==> config.mk <==
export PLATFORM = sky130hd
export DESIGN_NAME = seq_mul
export DESIGN_NICKNAME = d
export VERILOG_FILES = /design/src/rtl/seq_mul_pkg.sv /design/src/rtl/seq_mul_dp.sv /design/src/rtl/seq_mul.sv
export SDC_FILE = /design/constraint.sdc
export NUM_CORES = 1
export LEC_CHECK = 0
export ABC_AREA = 1
export ABC_CLOCK_PERIOD_IN_PS = 4440
export CORE_ASPECT_RATIO = 0.6
export CORE_UTILIZATION = 30
export DETAILED_ROUTE_END_ITERATION = 6
export GPL_TIMING_DRIVEN = 0
export PLACE_DENSITY = 0.5
export SYNTH_ARGS = -nofsm -noshare
export SYNTH_HDL_FRONTEND = slang
export SYNTH_HIERARCHICAL = 1
export SYNTH_SLANG_ARGS = --single-unit
==> constraint.sdc <==
create_clock -name clk -period 4.44 [get_ports clk]
set_input_delay 1.11 -clock clk [delete_from_list [all_inputs] [get_ports clk]]
set_output_delay 1.11 -clock clk [all_outputs]
set_load 0.03 [all_outputs]
==> src/rtl/seq_mul_pkg.sv <==
// seq_mul_pkg: shared types and constants for the seq_mul shift-and-add multiplier.
// Optional build macro SEQ_MUL_EARLY_TERM_EN is consumed by seq_mul_dp.
package seq_mul_pkg;

   // Default operand width; the product is twice this wide.
   localparam int DEFAULT_WIDTH = 4;

   // Controller states: waiting for start, or iterating over multiplier bits.
   typedef enum logic {
      IDLE = 1'b0,
      RUN  = 1'b1
   } state_t;

endpackage : seq_mul_pkg

==> src/rtl/seq_mul_dp.sv <==
// seq_mul_dp: datapath for seq_mul. Holds the shifted multiplicand, the
// shifted multiplier and the running accumulator, plus the add stage.
// Optional build macro SEQ_MUL_EARLY_TERM_EN: when defined, early_last flags
// the iteration after which no multiplier bits remain set.
module seq_mul_dp
   import seq_mul_pkg::*;
#(
   parameter int WIDTH = DEFAULT_WIDTH
) (
   input  logic                 clk,
   input  logic                 rst_n,
   input  logic                 load,
   input  logic                 step,
   input  logic [WIDTH-1:0]     a,
   input  logic [WIDTH-1:0]     b,
   output logic [2*WIDTH-1:0]   acc_next,
   output logic                 early_last
);

   logic [2*WIDTH-1:0] mcand;
   logic [WIDTH-1:0]   mplier;
   logic [2*WIDTH-1:0] acc;

   // Add the multiplicand into the accumulator when the current multiplier bit is set.
   always_comb begin
      acc_next = acc + (mplier[0] ? mcand : '0);
   end

`ifdef SEQ_MUL_EARLY_TERM_EN
   // Final iteration once the remaining multiplier bits, after this shift, are all zero.
   assign early_last = ((mplier >> 1) == '0);
`else
   assign early_last = 1'b0;
`endif

   // Load operands on start, then shift one bit position per RUN cycle.
   always_ff @(posedge clk) begin
      // NOTE: non-blocking assignments so every register samples pre-edge values,
      // which keeps acc, mcand and mplier in lockstep within one iteration.
      if (!rst_n) begin
         mcand  <= '0;
         mplier <= '0;
         acc    <= '0;
      end else if (load) begin
         mcand  <= {{WIDTH{1'b0}}, a};
         mplier <= b;
         acc    <= '0;
      end else if (step) begin
         acc    <= acc_next;
         mcand  <= mcand << 1;
         mplier <= mplier >> 1;
      end
   end

endmodule : seq_mul_dp

==> src/rtl/seq_mul.sv <==
// seq_mul: sequential shift-and-add unsigned multiplier (top level).
// One start pulse launches a WIDTH-cycle multiply; op holds the last product
// and done pulses for one cycle when a new product lands.
// Optional build macro SEQ_MUL_EARLY_TERM_EN: finish as soon as the remaining
// multiplier bits are zero (latency = max(1, msb(b)+1)).
module seq_mul
   import seq_mul_pkg::*;
#(
   parameter int WIDTH = DEFAULT_WIDTH
) (
   input  logic                 clk,
   input  logic                 rst_n,
   input  logic                 start,
   input  logic [WIDTH-1:0]     a,
   input  logic [WIDTH-1:0]     b,
   output logic [2*WIDTH-1:0]   op,
   output logic                 busy,
   output logic                 done
);

   localparam int CNT_W = (WIDTH > 1) ? $clog2(WIDTH) : 1;
   localparam logic [CNT_W-1:0] LAST_CNT = CNT_W'(WIDTH - 1);

   state_t             state_q, state_d;
   logic [CNT_W-1:0]   count_q;
   logic [2*WIDTH-1:0] op_q;
   logic               done_q;
   logic               load, step, finish;
   logic [2*WIDTH-1:0] acc_next;
   logic               early_last;

   seq_mul_dp #(
      .WIDTH (WIDTH)
   ) u_dp (
      .clk        (clk),
      .rst_n      (rst_n),
      .load       (load),
      .step       (step),
      .a          (a),
      .b          (b),
      .acc_next   (acc_next),
      .early_last (early_last)
   );

   // State register.
   always_ff @(posedge clk) begin
      if (!rst_n) state_q <= IDLE;
      else        state_q <= state_d;
   end

   // Next-state and control decode; starts in RUN are ignored.
   always_comb begin
      // NOTE: every output of this block gets a default first so no path
      // leaves one unassigned, which would otherwise infer a latch.
      state_d = state_q;
      load    = 1'b0;
      step    = 1'b0;
      finish  = 1'b0;
      case (state_q)
         IDLE: begin
            if (start) begin
               load    = 1'b1;
               state_d = RUN;
            end
         end
         RUN: begin
            step = 1'b1;
            if (count_q == LAST_CNT || early_last) begin
               finish  = 1'b1;
               state_d = IDLE;
            end
         end
         default: state_d = IDLE;
      endcase
   end

   // Iteration counter: cleared on load, advanced every RUN cycle.
   always_ff @(posedge clk) begin
      if (!rst_n)    count_q <= '0;
      else if (load) count_q <= '0;
      else if (step) count_q <= count_q + 1'b1;
   end

   // Result register and done pulse; op holds until the next product completes.
   always_ff @(posedge clk) begin
      if (!rst_n) begin
         op_q   <= '0;
         done_q <= 1'b0;
      end else begin
         done_q <= finish;
         if (finish) op_q <= acc_next;
      end
   end

   assign op   = op_q;
   assign done = done_q;
   assign busy = (state_q == RUN);

endmodule : seq_mul

==> results.md, run 1 <==
- Status: complete, no violations
- Post-synthesis sequential area ratio: 36.6%
- Area Growth Syn to Fin: 21.6%
- N_diodes: 0
- Crit path arrival time: 1330 ps
- Design area: 2130 um^2
- Leak Pwr: 1.03 nW
- Final Power: 0.634 mW
- TritonRoute pass-1 iters: 4
- Post-detail-place hpwl: 2.99 mm
- Mapped Nets: 258
- Mean area per synthesized cell: 7.35 um^2
- Fin worst setup slack: 2000 ps
- Main area contributors after synthesis: dfxtp_1 37%, nand2_1 12%, inv_1 6.7%
- Bufs on Longest Clock Path: 2
- Clk_lat worst skew: 280 ps
- CP cell instances: clkdlybuf4s50_1
- First-pass GRT wire length: 6.29 mm
- Max FO, Critical Path: 3
- Gr usage total: 13.7%
- RD Place Congestion: 0.729
- Peak VDD IR: 87.2 uV
- Port bufs: 20
- Via count: 1516
- Synth area leader: dfxtp_1
- Final setup viols: 0
- DRT iter0 DRCs: 34
- R2R setup slack: 2440 ps
- Routing usage on met3: 4.09%
- Hold-fix buffers, CTS: 0
- Final ANT Viol Nets: 0
- Layout cells sized above 1: 12.8%
- Final max-slew violation count: 0
- Clk sinks: 32
- Clk_skew: 6.55 ps
- DIE HEIGHT: 61.1 um
- Initial Util: 31.3%
- Clock transition at the registers of the reported paths: 60 ps
- Met1 usage: 21.4%
- GRT Max-Usage Layer: met1
- Commonest non-fill, non-tap cell in the layout: nand2_1
- Layout Nets: 285
- Crit. End Element: primary output
- TNS Setup: 0 ps
- Number of H-tree levels: 2
- Drt via density: 4.39
- Fin Hold WS: 463 ps
- Distinct cells, synth: 31
- Slowest stage delay, CP: 690 ps
- Routed wire length: 3.90 mm
- Post-synthesis cell area: 1750 um^2
- Die area: 6150 um^2
- Slowest-stage cell, CP: clkdlybuf4s50_1
- Yosys Warn Count: 6
- R2R cell count: 14
- Worst Hold Class: flop to flop
- CTS buffer count: 5
- DR WL/cell: 11.3 um
- Cts repair resizes: 0
- Mapped Cells: 238
- CP bufs+invs: 1
- Fin crit share: 55.0%
- Yosys top cell area share: 36.6%
- Post-Place Setup Slack: 1880 ps
- Levels on crit path: 1
- Initial antenna violation count: 0
- Commonest cells after routing, fill and taps aside: 55 x nand2_1, 32 x dfxtp_1, 31 x inv_1
- IO Pins: 21
- Placed Area: 2050 um^2
- Number of global-route vias before repair: 1287
- Fmax: 410 MHz
- Largest net degree at the start of global routing: 11
- Post-CTS setup buffer count: 0
- TritonCTS clock tree: done
- Worst path required time: 3330 ps
- FP Rows: 21
- Final core area utilization: 38.0%
- Tmin final: 2440 ps
- Crit Path Class: flop to primary output
- Fin. Hold Viols: 0
- Flops & latches, synth: 32
- Total grt overflow: 0
- Chip width: 101 um
- RSZ-0062 raised after global routing: false
- Hold depth: 2
- CP top delay family: buffers and inverters
- Placed insts: 338
- Worst Setup Start Kind: flop
- Core area: 5600 um^2
- Maximum capacitance violations: 0
- Power density cells: 298 nW/um^2
- # DRC: 0
- Cell Count, Final, Fillers Out: 345
- Root Driver: clkbuf_8
- Global Route met2 Usage: 17.3%
final timing paths:
path	to	start
setup / recovery	busy	busy$_SDFF_PN0_
hold / removal	op[1]$_SDFFE_PN0P_	op[1]$_SDFFE_PN0P_
setup reg to reg	op[6]$_SDFFE_PN0P_	u_dp/mplier[0]$_SDFFE_PN0P_
hold reg to reg	op[1]$_SDFFE_PN0P_	op[1]$_SDFFE_PN0P_
worst register-to-register path: stages, from the launching register on:
cell and delay, ps:
dfxtp_1 310, buf_4 160, nand2_1 60, inv_1 50, ha_1 170, inv_1 60
fa_1 400, inv_1 70, nand2_1 50, nand2_2 80, nand3b_1 130, nand3_1 120
nand2_1 70, nand4_1 90, nand2_1 50
where the power goes:
group	internal [mW]	leakage [nW]	switching, mW
combinational	0.0462	0.730	0.0677
clock	0.106	0.0410	0.104
sequential	0.302	0.261	0.00760
synth_stat cells:
master and number:
nand2_1 55, dfxtp_1 32, inv_1 31, nand3_1 17, a21oi_1 15, nor2_1 14
ha_1 8, nand4_1 8, o21ai_0 6, o21ai_1 6, inv_2 5, buf_6 4
nor2_2 4, o221ai_1 4, buf_2 3, buf_4 3, xnor2_1 3, a31oi_1 2
nand2_2 2, nand2_4 2, nand3b_1 2, nor3_1 2, or2_1 2, a21oi_2 1
buf_8 1, conb_1 1, fa_1 1, inv_4 1, nor2_4 1, o21ai_4 1
xor2_1 1
cell type report:
| cell class | instances | area [um^2] |
|---|---|---|
| buffer | 11 | 97.6 |
| multi-input combinational | 158 | 870 |
| fill | 620 | 3470 |
| timing repair buffer | 20 | 200 |
| sequential | 32 | 641 |
| clock buffer | 6 | 72.6 |
| inverter | 37 | 141 |
| clock inverter | 1 | 5.00 |
| tap | 80 | 100 |
cells by family (layout without fill, tap and decap cells):
group	count (synthesis)	in the layout	synth area share [%]
buf+inv	48	75	13.7
simple gates	109	109	28.8
fa+ha+maj	9	9	6.87
compound gates	35	35	11.9
other cells	1	1	0.214
xor+xnor	4	4	2.00
flops	32	32	36.6
routing by layer:
layer | wire length, um | vias up | share of wire [%]
li1 | - | 821 | -
met1 | 2350 | 677 | 60
met2 | 1400 | 16 | 36
met3 | 132 | 2 | 3.4
met4 | 14 | 0 | 0.36
met5 | 0 | - | 0
flip-flops by register name, indices dropped and copies added (netlist names):
register,flops
u_dp/acc,8
u_dp/mcand,8
op,8
busy,1
done,1
u_dp/mplier,4
count_q,2
(Power assumes the default switching activity.)
==> run 2: changes to the inputs <==
ABC_CLOCK_PERIOD_IN_PS = 2200   (was 4440)
PLACE_DENSITY = 0.52   (was 0.5)
clock period = 2.2 ns   (was 4.44 ns; I/O delays follow)
==> run 2 against run 1 <==
Effect of this change: clock-buffer cell count up 1; non-clock buffer count did not move; global-route usage is 0.28 points higher; clock power up 140%; final cell count stayed put; first-iteration DRC count is 110% higher; via count shrank 1.8%; clock skew increased by 0.92 ps; die area stayed put; critical path depth up 13; total power grew 110%; critical endpoint is now op[6]$_SDFFE_PN0P_.
==> results.md, run 2 (synthesis gave the netlist of run 1 again) <==
- Initial antenna violation count: 0 (unchanged)
- Clk_lat worst skew: 280 ps (about the same)
- Critical R2R Capture: op[6]$_SDFFE_PN0P_ (unchanged)
- Hold path start: op[2]$_SDFFE_PN0P_ (was op[1]$_SDFFE_PN0P_)
- Initial Util: 31.3% (unchanged)
- Crit path arrival time: 2130 ps (was 1330 ps)
- Core area: 5600 um^2 (unchanged)
- Root Driver: clkbuf_8 (unchanged)
- Crit Path Class: flop to flop (was flop to primary output)
- WHS Endpoint: op[2]$_SDFFE_PN0P_ (was op[1]$_SDFFE_PN0P_)
- Die area: 6150 um^2 (unchanged)
- Largest net degree at the start of global routing: 11 (unchanged)
- Bufs on Longest Clock Path: 2 (unchanged)
- Worst Setup Start Kind: flop (unchanged)
- Max FO, Critical Path: 10 (was 3)
- Crit Reg-Reg Startpoint: u_dp/mplier[0]$_SDFFE_PN0P_ (unchanged)
- DIE HEIGHT: 61.1 um (unchanged)
- Maximum capacitance violations: 0 (unchanged)
- Worst path required time: 2380 ps (was 3330 ps)
- Total grt overflow: 0 (unchanged)
- CP top delay family: simple AND/OR/NAND/NOR gates (was buffers and inverters)
- TritonRoute pass-1 iters: 4 (unchanged)
- IO Pins: 21 (unchanged)
- Final Power: 1.35 mW (was 0.634 mW)
- Peak VDD IR: 184 uV (was 87.2 uV)
- Commonest cells after routing, fill and taps aside: 55 x nand2_1, 32 x dfxtp_1, 31 x inv_1 (unchanged)
- Via count: 1489 (was 1516)
- Status: complete, no violations (unchanged)
- Crit. End Element: flop (was primary output)
- Post-detail-place hpwl: 3.00 mm (was 2.99 mm)
- Layout Nets: 285 (unchanged)
- Routed wire length: 3.95 mm (was 3.90 mm)
- Cell Count, Final, Fillers Out: 345 (unchanged)
- Clock transition at the registers of the reported paths: 70 ps (was 60 ps)
- TNS Setup: 0 ps (unchanged)
- CP cell instances: buf_4 > nand2_1 > inv_1 > ha_1 > inv_1 > fa_2 > inv_1 > nand2_1 > nand2_2 > nand3b_1 > nand3_1 > nand2_1 > nand4_1 > nand2_1 (was clkdlybuf4s50_1)
- DRT iter0 DRCs: 72 (was 34)
- Final ANT Viol Nets: 0 (unchanged)
- R2R cell count: 14 (unchanged)
- Tmin final: 1950 ps
- Drt via density: 4.32 (was 4.39)
- Final setup viols: 0 (unchanged)
- Clk_skew: 7.46 ps (was 6.55 ps)
- Commonest non-fill, non-tap cell in the layout: nand2_1 (unchanged)
- Gr usage total: 13.9% (was 13.7%)
- Area Growth Syn to Fin: 22.8% (was 21.6%)
- Number of global-route vias before repair: 1284 (was 1287)
- Slowest stage delay, CP: 350 ps (was 690 ps)
- Clk sinks: 32 (unchanged)
- R2R setup slack: 250 ps (was 2440 ps)
- CTS buffer count: 5 (unchanged)
- Final max-slew violation count: 0 (unchanged)
- Number of H-tree levels: 2 (unchanged)
- Fmax: 512 MHz
- Port bufs: 20 (unchanged)
- Leak Pwr: 1.04 nW (was 1.03 nW)
- FP Rows: 21 (unchanged)
- Slowest-stage cell, CP: fa_2 (was clkdlybuf4s50_1)
- RSZ-0062 raised after global routing: false (unchanged)
- Final core area utilization: 38.4% (was 38.0%)
- N_diodes: 0 (unchanged)
- Worst Hold Class: flop to flop (unchanged)
- Power density cells: 630 nW/um^2 (was 298 nW/um^2)
- TritonCTS clock tree: done (unchanged)
- CP bufs+invs: 4 (was 1)
- Fin. Hold Viols: 0 (unchanged)
- RD Place Congestion: 0.773 (was 0.729)
- Cell mode on critical path: nand2_1
- Chip width: 101 um (unchanged)
- Hold depth: 2 (unchanged)
- Placed insts: 338 (unchanged)
- # DRC: 0 (unchanged)
- Layout cells sized above 1: 13.6% (was 12.8%)
- Fin crit share: 88.7%
- DR WL/cell: 11.5 um (was 11.3 um)
- First-pass GRT wire length: 6.36 mm (was 6.29 mm)
-- run 2: timing repair --
| item | in CTS | in global routing |
|---|---|---|
| buffers inserted | 0 | 0 |
| setup endpoints to repair | 0 | 1 |
| resized for setup | 0 | 1 |
| endpoints found under the hold margin | 0 | 0 |
| hold buffers | 0 | 0 |
-- run 2: cell type report --
| class | count | area, um^2 |
|---|---|---|
| timing repair buffer | 20 | 200 |
| tap | 80 | 100 |
| buffer | 11 | 97.6 |
| inverter | 37 | 141 |
| multi-input combinational | 158 | 872 |
| sequential | 32 | 641 |
| clock buffer | 7 | 96.3 |
| fill | 612 | 3450 |
-- run 2: worst max-delay path by stage --
stage | slack (ps) | to | cells after the start | from
2_1_floorplan | 460 | op[6]$_SDFFE_PN0P_ | 14 | u_dp/mplier[0]$_SDFFE_PN0P_
3_3_place_gp | 200 | u_dp/mplier[2]$_SDFFE_PN0P_ | 10 | start
3_5_place_dp | 190 | op[6]$_SDFFE_PN0P_ | 14 | u_dp/mplier[0]$_SDFFE_PN0P_
4_1_cts | 180 | op[6]$_SDFFE_PN0P_ | 14 | u_dp/mplier[0]$_SDFFE_PN0P_
5_1_grt | 40 | op[6]$_SDFFE_PN0P_ | 15 | u_dp/mplier[0]$_SDFFE_PN0P_
6_report | 250 | op[6]$_SDFFE_PN0P_ | 14 | u_dp/mplier[0]$_SDFFE_PN0P_
-- run 2: worst register-to-register path, cell delays in order, from the launching register on --
cell	delay (ps)
dfxtp_1	310
buf_4	160
nand2_1	60
inv_1	50
ha_1	180
inv_1	60
fa_2	350
inv_1	60
nand2_1	50
nand2_2	80
nand3b_1	120
nand3_1	110
nand2_1	90
nand4_1	100
nand2_1	50
-- run 2: routing by layer --
| layer | wire length [um] | vias up | part of all wire [%] | global-route usage (%) |
|---|---|---|---|---|
| met5 | 0 | - | 0 | 0 |
| met4 | 31 | 0 | 0.78 | 4.35 |
| met3 | 146 | 5 | 3.7 | 4.09 |
| met2 | 1380 | 19 | 35 | 18.8 |
| met1 | 2390 | 649 | 60 | 20.9 |
| li1 | - | 816 | - | - |
-- run 2: through the flow --
| stage | setup slack (ps) | hold slack, ps | cell area (um^2) |
|---|---|---|---|
| after global routing | 39.7 | 491 | 2150 |
| after floorplan | 457 | 442 | 1750 |
| after detailed placement | 193 | 460 | 2050 |
| final | 248 | 467 | 2150 |
| after CTS | 176 | 469 | 2150 |
| after global placement | 199 | 454 | 2050 |
-- run 2: power breakdown --
part           total [mW]  internal, mW  switching [mW]
registers           0.625         0.609          0.0155
logic               0.231        0.0933           0.137
clock network       0.497         0.279           0.219
==> run 3: changes to the inputs <==
--- a/config.mk
+++ b/config.mk
@@ -18 +18,2 @@
 export SYNTH_SLANG_ARGS = --single-unit
+export TNS_END_PERCENT = 20
--- a/constraint.sdc
+++ b/constraint.sdc
@@ -3,2 +3,2 @@
 set_output_delay 0.55 -clock clk [all_outputs]
-set_load 0.03 [all_outputs]
+set_load 0.02 [all_outputs]
==> results of run 3 <==
The final DEF is identical to that of run 2. Status: complete, no violations.
==> RTL change, RTL diff (settings of run 3) <==
`DEFAULT_WIDTH`: 4 -> 8.
--- a/src/rtl/seq_mul_pkg.sv
+++ b/src/rtl/seq_mul_pkg.sv
@@ -4,5 +4,5 @@
 
    // Default operand width; the product is twice this wide.
-   localparam int DEFAULT_WIDTH = 4;
+   localparam int DEFAULT_WIDTH = 8;
 
    // Controller states: waiting for start, or iterating over multiplier bits.
Interface: changed (resized a, b and op); port bits go from 21 to 37. The function was not compared with the original's and may differ.
==> RTL change against run 3 <==
  * Synthesized cell count grew 120%
  * Synthesized area is 100% higher
  * Wire length up 140%
  * Sequential cell count grew 29
  * Worst setup slack got worse by 0.088 ns
  * First-iteration DRC count increased by 150%
  * Largest power group is now clock
  * Critical endpoint is now op[14]
  * Power increased by 130%
  * Critical path type unchanged
  * Design area rose by 100%
==> RTL change: results <==
set metrics [dict create \
    peakVddDrop_mv 0.349 \
    cts_buffers 9 \
    synthTopCellsByArea "dfxtp_1 (35%), nand2_1 (15%), inv_1 (8.4%)" \
    ys_seq_area_share_pct 35.0 \
    h-tree-depth 3 \
    gp_congestion 0.850 \
    insertion_delay_ns 0.33 \
    root_buffer "clkbuf_16" \
    grt_pass1_wl_mm 15.5 \
    path_max_fanout 17 \
    dpl_cell_area_mm2 0.00405 \
    syn_area_per_cell_um2 6.77 \
    synth_xor_xnor_area_share_pct 2.47 \
    status "complete, no violations" \
    num-nets-final 599 \
    skew_ns 0.00769 \
    layout-drive-gt1-share_pct 11.3 \
    synth-compound-area-share_pct 10.2 \
    p_leak_nw 2.26 \
    syn_nets 553 \
    synth_common_cells "nand2_1 (136), inv_1 (78), dfxtp_1 (61)" \
    r2r_slack_ns 0.16 \
    grtUsageTotal_pct 16.8 \
    drtPass1Iterations 4 \
    ys_warn_count 6 \
    dr_total_vias 3381 \
    wl_per_cell_um 12.9 \
    clkSlewWorstSetupHoldPaths_ns 0.05 \
    drtIter0Drc 179 \
    port_buffers 36 \
    grt_pass1_vias 3087 \
    grt_max_degree 18 \
]
RTL change: cell types whose count changed in the layout (fill, tap and decap cells not counted), sizes merged, moves of 11 or more:
cell,change
nand2,+83
buf,+11
nand3,+17
nor2,+31
inv,+49
clkdlybuf4s50,+16
dfxtp,+29
RTL change: per-layer routing:
metal  up-vias  wire [um]  global-route usage, %
met5         -          0                      0
met4         0        143                   5.73
met3        12        470                   4.08
met2        75       3520                   22.5
met1      1561       5270                   25.6
li1       1733          -                      -
RTL change: stage by stage:
step                      utilization, %  setup WS (ns)
final                               38.7          0.160
after global placement              35.9         -0.377
after floorplan                        -          0.132
after global routing                38.7         0.0437
after CTS                           38.6         0.0511
after detailed placement            35.9         -0.349
RTL change: final timing paths:
path	depth (start not counted)	to	startpoint
worst min register to register	2	op[14]	op[14]
worst min-delay path	2	op[14]	op[14]
worst max register to register	15	op[14]	u_dp/mplier[0]
worst max-delay path	15	op[14]	u_dp/mplier[0]
RTL change: kinds of logic after synthesis:
kind of cell | count (synthesis)
AO/OA/AOI/OAI | 59
other | 1
AND/OR/NAND/NOR | 258
buffers and inverters | 110
adder cells (fa/ha/maj) | 18
flip-flops | 61
XOR/XNOR | 9
RTL change: cell type report:
cell class / instances / area, um2
buffer: 23 / 146
fill: 1193 / 6920
inverter: 86 / 323
clock inverter: 4 / 72.6
tap: 160 / 200
multi-input combinational: 345 / 1820
clock buffer: 12 / 236
timing repair buffer: 36 / 360
sequential: 61 / 1220
RTL change: worst max-delay path, delay by kind of cell (launching register included):
family                     cells  cell delay (ns)
and+or+nand+nor               11             0.89
adders and majority gates      2             0.54
buffers and inverters          2             0.19
DFF                            1             0.30
RTL change: power breakdown:
group / leakage [nW] / switching (W) / internal (W)
Clock: 0.147 / 0.000502 / 0.000990
Sequential: 0.498 / 0.0000368 / 0.00117
Combinational: 1.61 / 0.000259 / 0.000163
RTL change: repair_timing:
action                     CTS  global route
setup endpoints to repair   23             4
gates resized for setup      4             5
pin swaps                    0             1
buffers inserted             0             0
